`config.mk`:
```
export PLATFORM = sky130hd
export DESIGN_NAME = conv_window_gen
export DESIGN_NICKNAME = d
export VERILOG_FILES = /design/src/rtl/conv_window_gen_pkg.sv /design/src/rtl/conv_window_gen_rowbuf.sv /design/src/rtl/conv_window_gen.sv
export SDC_FILE = /design/constraint.sdc
export NUM_CORES = 1
export LEC_CHECK = 0
export ABC_AREA = 1
export CAP_MARGIN = 20
export CORE_ASPECT_RATIO = 2
export CORE_UTILIZATION = 65
export DETAILED_ROUTE_END_ITERATION = 8
export DONT_BUFFER_PORTS = 1
export PLACE_DENSITY = 0.91
export SYNTH_ARGS = -nofsm -noshare
export SYNTH_HDL_FRONTEND = slang
export SYNTH_SLANG_ARGS = --single-unit
```
`constraint.sdc`:
```
create_clock -name clk -period 2.5 [get_ports clk]
set_clock_uncertainty 0.05 [all_clocks]
set_input_delay 0.5 -clock clk [delete_from_list [all_inputs] [get_ports clk]]
set_output_delay 0.5 -clock clk [all_outputs]
set_load 0.01 [all_outputs]
```
`src/rtl/conv_window_gen_pkg.sv`:
```
// conv_window_gen_pkg: shared pixel type, window FSM states and counter sizing for the sliding-window generator.
package conv_pkg;
  localparam int PIX_W = 8;
  typedef logic [PIX_W-1:0] pixel_t;
  typedef enum logic [0:0] {FILL = 1'b0, RUN = 1'b1} win_state_e;
  function automatic int cnt_w(input int n);
    return (n > 1) ? $clog2(n) : 1;
  endfunction
endpackage

```
`src/rtl/conv_window_gen_rowbuf.sv`:
```
// rowbuf: unreset COL-deep pixel delay line advanced only on enable.
module rowbuf
  import conv_pkg::*;
#(
  parameter int COL       = 5,
  parameter int BIT_WIDTH = 8
) (
  input  logic                 clk,
  input  logic                 en,
  input  logic [BIT_WIDTH-1:0] din,
  output logic [BIT_WIDTH-1:0] dout
);
  logic [BIT_WIDTH-1:0] mem [COL];
  always_ff @(posedge clk) begin
    if (en) begin
      mem[0] <= din;
      for (int i = 1; i < COL; i++) mem[i] <= mem[i-1];
    end
  end
  assign dout = mem[COL-1];
endmodule

```
`src/rtl/conv_window_gen.sv`:
```
// conv_window_gen: KxK sliding-window generator over a raster pixel stream, flagging fully-inside windows.
// Optional start-of-frame input enabled by defining CONV_WIN_SOF_EN.
module conv_window_gen
  import conv_pkg::*;
#(
  parameter int IMG_W     = 5,
  parameter int IMG_H     = 5,
  parameter int K         = 3,
  parameter int BIT_WIDTH = 8
) (
  input  logic                       clk,
  input  logic                       rst_n,
  input  logic                       in_valid,
  input  logic [BIT_WIDTH-1:0]       in_data,
`ifdef CONV_WIN_SOF_EN
  input  logic                       in_sof,
`endif
  output logic                       out_valid,
  output logic [K*K*BIT_WIDTH-1:0]   out_win,
  output logic                       frame_done
);
  localparam int CW = cnt_w(IMG_W);
  localparam int RW = cnt_w(IMG_H);
  localparam logic [CW-1:0] C_LAST = CW'(IMG_W-1);
  localparam logic [CW-1:0] C_K    = CW'(K-1);
  localparam logic [RW-1:0] R_LAST = RW'(IMG_H-1);
  localparam logic [RW-1:0] R_K    = RW'(K-1);
  logic [CW-1:0] col, col_e, col_nx;
  logic [RW-1:0] row, row_e, row_nx;
  logic sof, last, first, full;
  win_state_e state, state_nx;
  logic [BIT_WIDTH-1:0] tap [K-1];
  logic [BIT_WIDTH-1:0] cvec [K];
  logic [BIT_WIDTH-1:0] win [K][K];
`ifdef CONV_WIN_SOF_EN
  assign sof = in_valid & in_sof;
`else
  assign sof = 1'b0;
`endif
  genvar g;
  generate
    for (g = 0; g < K-1; g++) begin : g_rb
      rowbuf #(.COL(IMG_W), .BIT_WIDTH(BIT_WIDTH)) u_rb (
        .clk  (clk),
        .en   (in_valid),
        .din  (g == 0 ? in_data : tap[g == 0 ? 0 : g-1]),
        .dout (tap[g])
      );
    end
  endgenerate
  // Row K-1 is the live pixel; deeper delay stages feed progressively older rows.
  always_comb begin
    cvec[K-1] = in_data;
    for (int r = 0; r < K-1; r++) cvec[r] = tap[K-2-r];
  end
  always_comb begin
    col_e    = sof ? '0 : col;
    row_e    = sof ? '0 : row;
    last     = (row_e == R_LAST) && (col_e == C_LAST);
    first    = (row_e == R_K) && (col_e == C_K);
    full     = (row_e >= R_K) && (col_e >= C_K);
    col_nx   = (col_e == C_LAST) ? '0 : col_e + 1'b1;
    row_nx   = (col_e != C_LAST) ? row_e : (row_e == R_LAST) ? '0 : row_e + 1'b1;
    state_nx = (sof || last) ? FILL : first ? RUN : state;
  end
  always_ff @(posedge clk or negedge rst_n) begin
    if (!rst_n) begin
      col        <= '0;
      row        <= '0;
      state      <= FILL;
      out_valid  <= 1'b0;
      frame_done <= 1'b0;
      for (int r = 0; r < K; r++)
        for (int c = 0; c < K; c++) win[r][c] <= '0;
    end else begin
      out_valid  <= in_valid & full;
      frame_done <= in_valid & last;
      if (in_valid) begin
        col   <= col_nx;
        row   <= row_nx;
        state <= state_nx;
        for (int r = 0; r < K; r++) begin
          for (int c = 0; c < K-1; c++) win[r][c] <= win[r][c+1];
          win[r][K-1] <= cvec[r];
        end
      end
    end
  end
  always_comb begin
    out_win = '0;
    for (int r = 0; r < K; r++)
      for (int c = 0; c < K; c++) out_win[(r*K+c)*BIT_WIDTH +: BIT_WIDTH] = win[r][c];
  end
endmodule

```
---- Yosys cells after proc, flatten, opt, wreduce, memory -nomap -nowiden ----
Memory sizes are Yosys's and may differ from the RTL's. A register that Yosys moved wholly into a read port is not among the register bits.
Index checks and enable logic that the tools add are counted.
word-level totals
  logic and storage cells ................. 32
  RAM bits ................................ 80
  input port bits ......................... 11
  latch bits .............................. 0
  bits in read-only memories .............. 0
  memories ................................ 2
  output and inout port bits .............. 74
  register bits after elaboration ......... 72
operators by class
  div/mod/pow operators ................... 0
  order comparisons ....................... 2
  shift operators ......................... 0
  bitwise gates (word level) .............. 3
  $add $sub $neg .......................... 2
  $mul .................................... 0
  reduce and logical (&&, ||, !) cells .... 4
  equal/unequal tests ..................... 3
  muxes and demuxes ....................... 4
memory list
  name              depth  bits a word  read ports  clocked after Yosys merged registers in  wr ports  line                          source
  g_rb[0].u_rb.mem  5      8            5           0                                        5         conv_window_gen_rowbuf.sv:13  logic [BIT_WIDTH-1:0] mem [COL];
  g_rb[1].u_rb.mem  5      8            5           1                                        5         conv_window_gen_rowbuf.sv:13
operators with widths
  operator             number
  $add 3x1->3 const B  2
  $eq 3x3->1 const B   2
  $ge 3x2->1 const B   2
  $mux 3               2
  $ne 3x3->1 const B   1
  $and 1x1->1          2
  $logic_and 1x1->1    2
  $mux 1               2
  $reduce_and 2->1     1
  $logic_not 1->1      1
  $not 1->1            1

---- Longest topological paths before layout ----
Gate-level depths: netlist (run 1).
  depth after elaboration ................. 3
  mapped depth ............................ 6
  depth with buffers taken out ............ 6

---- Hierarchy ----
Synthesis (run 1) repeated with hierarchy kept, for this count alone.
unflattened totals
  cell total of the unflattened synthesis .. 432
  area, all modules ....................... 5657.9 µm²
by module, submodules not included
  module           area each (µm²)  cells an instance  instances  sequential area each (µm²)
  conv_window_gen  3135.5           336                1          2001.9
  rowbuf           1261.2           48                 2          1201.2

---- Worst setup path before layout (run 1) ----
No wires, ideal clock.
  kind .................................... in2reg
  start ................................... input in_valid
  end ..................................... register win (netlist bit out_win[58])
  setup time .............................. 0.117 ns
  setup slack ............................. 1.381 ns
  stages .................................. 5
  arrival ................................. 0.953 ns
  buffers on the path ..................... 3
  data required time ...................... 2.333 ns
  cells stage by stage .................... buf_6 -> buf_6 -> buf_6 -> nand2_1 -> nand2_1
RTL lines
  what                           line                   source
  start, declared                conv_window_gen.sv:13  input logic in_valid,
  end signal, assigned by index  conv_window_gen.sv:84  win[r][K-1] <= cvec[r];
  end, declared                  conv_window_gen.sv:34  logic [BIT_WIDTH-1:0] win [K][K];

---- Worst setup path after layout (run 1) ----
  start ................................... register win (netlist bit out_win[38])
  end ..................................... output out_win[38]
RTL lines
  what           line                   source
  end, declared  conv_window_gen.sv:19  output logic [K*K*BIT_WIDTH-1:0] out_win,
No word-level cell between the ends.

==> results of run 1 <==
-- area by class of cell --
class | instances | area (sq um)
flip-flops and latches | 160 | 4400
fillers | 481 | 2110
multi-input cells | 223 | 946
clock buffers | 20 | 500
well taps | 98 | 123
clock inverters | 12 | 93.8
inverters | 19 | 73.8
repair buffers | 2 | 37.5
-- power by group --
part           leakage [nW]  switching [mW]  total [mW]  internal (mW)
clock                 0.285            1.01        2.47           1.46
sequential             1.78           0.248        3.29           3.05
combinational         0.668           0.244       0.383          0.139
-- state kept, by name, indices dropped and copies added, names as in the netlist --
| signal | count |
|---|---|
| g_rb.u_rb.mem | 80 |
| out_win | 72 |
| col | 3 |
| row | 3 |
| frame_done | 1 |
| out_valid | 1 |
-- stage by stage --
stage / setup slack, ps / instances / power, mW / util (%) / hold slack (ps)
2_1_floorplan: 1380 / 418 / 3.59 / - / 154
3_3_place_gp: 1080 / 500 / 3.62 / 66.9 / 156
3_5_place_dp: 1010 / 500 / 3.69 / 66.9 / 156
4_1_cts: 1080 / 534 / 6.19 / 74.5 / 118
5_1_grt: 1050 / 534 / 6.42 / 74.5 / 109
6_report: 1080 / 534 / 6.14 / 74.5 / 134
-- worst paths after layout --
path,start,end,cells after the start
max reg2reg,col[0],row[2],5
min reg2reg,g_rb[1].u_rb.mem[1][4],g_rb[1].u_rb.mem[2][4],0
max,out_win[38],out_win[38],0
min in group asynchronous,rst_n,out_win[36],2
max in group asynchronous,rst_n,out_win[44],2
min,in_data[4],g_rb[0].u_rb.mem[0][4],0
-- cell families after synthesis --
group | Yosys count
fa+ha+maj | 6
simple gates | 185
buf+inv | 35
compound gates | 32
flops | 160
-- per-layer routing --
| metal | up-vias | GRT usage [%] | wire length [microns] |
|---|---|---|---|
| li1 | 1373 | - | - |
| met1 | 1441 | 25.5 | 3360 |
| met2 | 112 | 32.4 | 4400 |
| met3 | 13 | 7.59 | 544 |
| met4 | 0 | 10.2 | 158 |
| met5 | - | 0 | 0 |
-- cells in the final DEF, fill, tap and decap left out, types with 2 or more instances in the layout --
master      count
clkbuf_16      20
clkinv_2        2
clkinv_4        4
clkinvlp_4      3
dfrtp_1        80
edfxtp_1       80
ha_1            6
inv_1          18
inv_6           3
nand2_1       174
nand3_1         3
nor2_1          5
o21ai_0        18
o21ai_1        12
==> results by group, run 1 <==
Logic synthesis
  • Async set-reset flop share out of synthesis: 50.0%
  • Simple-gate share of the synthesized area: 12.8%
  • Mapped cell area: 5540 sq um
  • Post-synth cell types: 18
  • Ys flop type: edfxtp_1
  • Seq/Total Area, Yosys: 79.6%
  • Syn avg cell area: 13.2 sq um
  • Post-synth EDFFs: 80
  • Synth Net Count: 435
  • Synthesized flop and latch total: 160
  • Multiplexer share of the synthesized area: 0%
  • Xor/xnor share of the synthesized area: 0%
  • Most instantiated library cell after synthesis: nand2_1
  • Post-Synth Adder-Cell Area: 1.36%
  • Cell taking the most area after synthesis: edfxtp_1
  • Commonest cells post-synth: 174 x nand2_1, 80 x dfrtp_1, 80 x edfxtp_1
  • Complex-gate fraction of the synthesized area: 2.94%
  • Cells after synthesis: 418
  • Synth top area cells: edfxtp_1 43%, dfrtp_1 36%, nand2_1 12%
  • Synth Warn #: 0
  • Share of the synthesized area in the top cell type: 43.4%
  • Largest family of logic cells by synthesized area: simple AND/OR/NAND/NOR gates

Floorplan
  • Die area: 8910 sq um
  • Boundary Pins: 85
  • Die Ht: 133 microns
  • Initial Util: 66.8%
  • Die X: 67.3 microns
  • # rows: 47
  • Core area: 8290 sq um

Drt
  • Routed WL: 8460 microns
  • Via count: 2939
  • DR iter-0 viols: 204
  • DRT Pass-1 Iters: 4
  • Number of vias per cell: 5.50
  • Antenna-violating nets left: 0
  • Wirelength per Cell: 15.8 microns
  • Detailed-route DRC error count: 0

Outcome
  • Outcome: finished clean

Final layout
  • Layout cells sized above 1: 8.26%
  • Ant diodes: 0
  • Final #Nets: 440
  • Area grow syn2layout: 11.6%
  • Design Area, Final: 6180 sq um

Placed design
  • I/O Buffers: 0
  • Post-DP HPWL: 4850 microns
  • Gpl congestion: 0.719
  • DP Area: 5550 sq um

Timing
  • Final Hold Fails: 0
  • Tmin final: 1420 ps
  • RSZ-0062 raised after global routing: no
  • Fmax: 707 MHz
  • Setup tns final: 0 ps
  • Final Cycle Share: 56.6%
  • Max-slew violations: 0
  • Worst-Margin Slew: 701 ps
  • Max_slew headroom: 53.2%
  • Final setup viols: 0

Critical path
  • Crit path capture type: primary output
  • CP Class: reg -> out
  • Req. time, crit path: 1950 ps
  • Worst R2R Setup Slack: 1190 ps
  • Worst setup SP type: flop
  • Crit path max fanout: 3
  • Crit path arrival time: 870 ps

CTS
  • Root Buffer: clkbuf_16
  • Resized cells post-CTS: 0
  • CTS tree: yes
  • Hold Buf Count CTS: 2
  • Clk Latency, worst-skew pair: 410 ps
  • CTS Buf Count: 17
  • H-tree depth: 4
  • Clock slew at reported path FFs: 60 ps
  • CTS max path bufs: 2
  • Clock sink count: 160
  • # Post-CTS Setup Buffers: 0

GRT
  • Largest net degree at the start of global routing: 162
  • Initial antenna violation count: 0
  • Grt ovf: 0
  • Tot GR Track Use: 20.9%
  • Vias in the first global route: 2765
  • Global-route wire length before repair: 13300 microns

Flow run
  • Max Cap Viol: 0

Min path
  • Min-delay worst type: in -> reg

Power
  • Power per standard cell area: 995 nW/um^2
  • Lkg Pwr: 2.73 nW
  • Worst VDD drop: 637 uV
Power figures use the tool's default switching activity.
==> inputs of run 2 (changes only) <==
--- a/config.mk
+++ b/config.mk
@@ -8,10 +8,10 @@
 export ABC_AREA = 1
 export CAP_MARGIN = 20
 export CORE_ASPECT_RATIO = 2
-export CORE_UTILIZATION = 65
+export CORE_UTILIZATION = 62
 export DETAILED_ROUTE_END_ITERATION = 8
 export DONT_BUFFER_PORTS = 1
-export PLACE_DENSITY = 0.91
+export PLACE_DENSITY = 0.88
 export SYNTH_ARGS = -nofsm -noshare
 export SYNTH_HDL_FRONTEND = slang
 export SYNTH_SLANG_ARGS = --single-unit
==> constraint.sdc (replaced) <==
create_clock -name clk -period 1.35 [get_ports clk]
set_clock_uncertainty 0.05 [all_clocks]
set_input_delay 0.27 -clock clk [delete_from_list [all_inputs] [get_ports clk]]
set_output_delay 0.27 -clock clk [all_outputs]
set_load 0.01 [all_outputs]
==> run 2 against run 1 <==
  * The run now ends with negative hold slack left
  * Clock-buffer cell count is 3 higher
  * Flip-flop and latch count did not move
  * Combinational power grew 140%
  * Highest routed layer unchanged
  * Sequential share of layout area fell by 7.0 points
  * Non-clock buffer count grew 62
==> results by group, run 2 (synthesized netlist as in run 1, its figures left out) <==
Final layout
  • Final #Nets: 502 (+14%)
  • Largest register by flop count: g_rb.u_rb.mem
  • Commonest non-fill, non-tap cells in the layout: 170 x nand2_1, 80 x edfxtp_1, 69 x dfrtp_1
  • Commonest non-fill, non-tap cell in the layout: nand2_1
  • Final core occ: 79.4% (+4.9 points)
  • Ant diodes: 0 (unchanged)
  • Area grow syn2layout: 24.1%
  • Non-Filler Instances: 598 (+12%)
  • Max reg flops: 80 (unchanged)
  • Layout cells sized above 1: 11.8% (+3.6 points)

Critical path
  • Worst R2R Setup Slack: 30 ps (-1160 ps)
  • Worst r2r path cells: 3 (-2)
  • Crit path max fanout: 3 (unchanged)
  • Crit path arrival time: 1560 ps (+690 ps)
  • Worst setup SP type: flop
  • Critical R2R Launch: out_win[22]
  • R2R Path End: out_win[14]
  • CP Class: reg -> reg
  • Req. time, crit path: 1590 ps (-360 ps)
  • Crit path capture type: flop

Timing
  • Hold Slack: -497 ps (-631 ps)
  • Max-slew violations: 0 (unchanged)
  • Worst-Margin Slew: 226 ps (-475 ps)
  • Setup WS post-layout: 28.4 ps (-1060 ps)
  • Tmin final: 1320 ps
  • Fmax: 757 MHz
  • Final Hold Fails: 130 (+130)
  • Final setup viols: 0 (unchanged)
  • Max_slew headroom: 84.9% (+32 points)
  • Final Cycle Share: 97.9%

CTS
  • Root Buffer: clkbuf_16
  • Clock sink count: 160 (unchanged)
  • Clk Latency, worst-skew pair: 410 ps (about the same)
  • CTS Buf Count: 17 (unchanged)
  • CTS max path bufs: 2 (unchanged)
  • Clock slew at reported path FFs: 60 ps (about the same)
  • CTS tree: yes
  • H-tree depth: 4 (unchanged)

Placed design
  • Placed cells: 504 (+0.80%)
  • I/O Buffers: 0 (unchanged)
  • Pre-CTS setup slack: 146 ps (-861 ps)
  • Post-DP HPWL: 5080 microns (+4.7%)
  • Gpl congestion: 0.679 (-5.7%)

Power
  • Power, Total: 12.0 mW (+96%)
  • Lkg Pwr: 2.97 nW (+8.6%)
  • Worst VDD drop: 1370 uV (+120%)
  • Power per standard cell area: 1750 nW/um^2 (+76%)

GRT
  • Vias in the first global route: 3365 (+22%)
  • Global-route wire length before repair: 16100 microns (+21%)
  • Tot GR Track Use: 24.4% (+3.5 points)
  • Largest net degree at the start of global routing: 162 (unchanged)
  • Grt ovf: 0 (unchanged)
  • Initial antenna violation count: 0 (unchanged)

Floorplan
  • Boundary Pins: 85 (unchanged)
  • Die area: 9330 sq um (+4.7%)
  • # rows: 48 (+2.1%)
  • Core area: 8650 sq um (+4.3%)
  • Die X: 68.8 microns (+2.3%)
  • Initial Util: 64.0% (-2.8 points)
  • Die Ht: 136 microns (+2.4%)

Drt
  • Number of vias per cell: 5.43 (-1.3%)
  • DR iter-0 viols: 188 (-7.8%)
  • Routed WL: 10100 microns (+19%)
  • Antenna-violating nets left: 0 (unchanged)
  • Wirelength per Cell: 16.8 microns (+6.3%)
  • Detailed-route DRC error count: 0 (unchanged)
  • Via count: 3250 (+11%)
  • DRT Pass-1 Iters: 4 (unchanged)

Flow run
  • Max Cap Viol: 0 (unchanged)

Outcome
  • Failing checks: negative hold slack
  • Outcome: finished, violations left

Min path
  • Min-delay worst type: in -> async
==> run 2: cell count changes in the layout (fill, tap and decap cells not counted), moves of 3 or more <==
cell | previous run | this run
dlymetal6s4s_1 | 0 | 3
dfrtp_2 | 0 | 11
nand2_2 | 0 | 4
inv_2 | 0 | 7
clkinv_4 | 4 | 1
o21ai_1 | 12 | 19
clkbuf_8 | 0 | 4
dfrtp_1 | 80 | 69
dlygate4sd3_1 | 1 | 59
bufinv_16 | 0 | 3
inv_1 | 18 | 11
nand2_1 | 174 | 170
inv_6 | 3 | 0
o21ai_0 | 18 | 10
==> run 2: per-stage QoR <==
stage          TNS (ps)  area, sq um
2_1_floorplan         0         5540
3_3_place_gp          0         5580
3_5_place_dp          0         5580
4_1_cts               0         6870
5_1_grt           -8.15         6870
6_report              0         6870
==> run 2: layout make-up <==
cell class,count,area [sq um]
Timing Repair Buffer,64,656
Tap cell,100,125
Clock buffer,23,509
Fill cell,456,1780
Inverter,19,73.8
Clock inverter,9,126
Multi-Input combinational cell,223,960
Sequential cell,160,4420
==> run 2: worst max-delay path by stage <==
stage	from	slack, ps	cells past startpoint	end
3_5_place_dp	col[0]	150	5	row[1]
4_1_cts	out_win[21]	30	3	out_win[13]
2_1_floorplan	col[0]	280	5	row[2]
3_3_place_gp	col[0]	260	5	row[2]
5_1_grt	out_win[61]	-5	3	out_win[53]
6_report	out_win[22]	30	3	out_win[14]
==> run 2: report_power, final <==
part	internal, mW	leakage, nW	total [mW]	switching (mW)
combinational	0.422	0.886	0.907	0.484
clock	3.21	0.314	4.99	1.78
sequential	5.65	1.77	6.12	0.475
==> run 2: worst max-delay path, stage by stage, from the launching register on <==
cell	delay, ps
dfrtp_2	450
nand2_1	80
o21ai_1	60
dlygate4sd3_1	560
==> run 2: repair_timing <==
action                                 in CTS  in global routing
endpoints found under the hold margin     231                165
buffers inserted                            0                  0
setup endpoints to repair                   0                 21
hold buffers                               66                  1
gates resized for setup                     0                 34
==> run 2: layer usage <==
layer / share of wire [%] / wire, microns / global-route usage (%) / vias up
li1: - / - / - / 1497
met1: 38 / 3870 / 28.8 / 1630
met2: 54 / 5420 / 39.3 / 99
met3: 5.0 / 508 / 7.41 / 24
met4: 2.8 / 278 / 12.6 / 0
met5: 0 / 0 / 0 / -
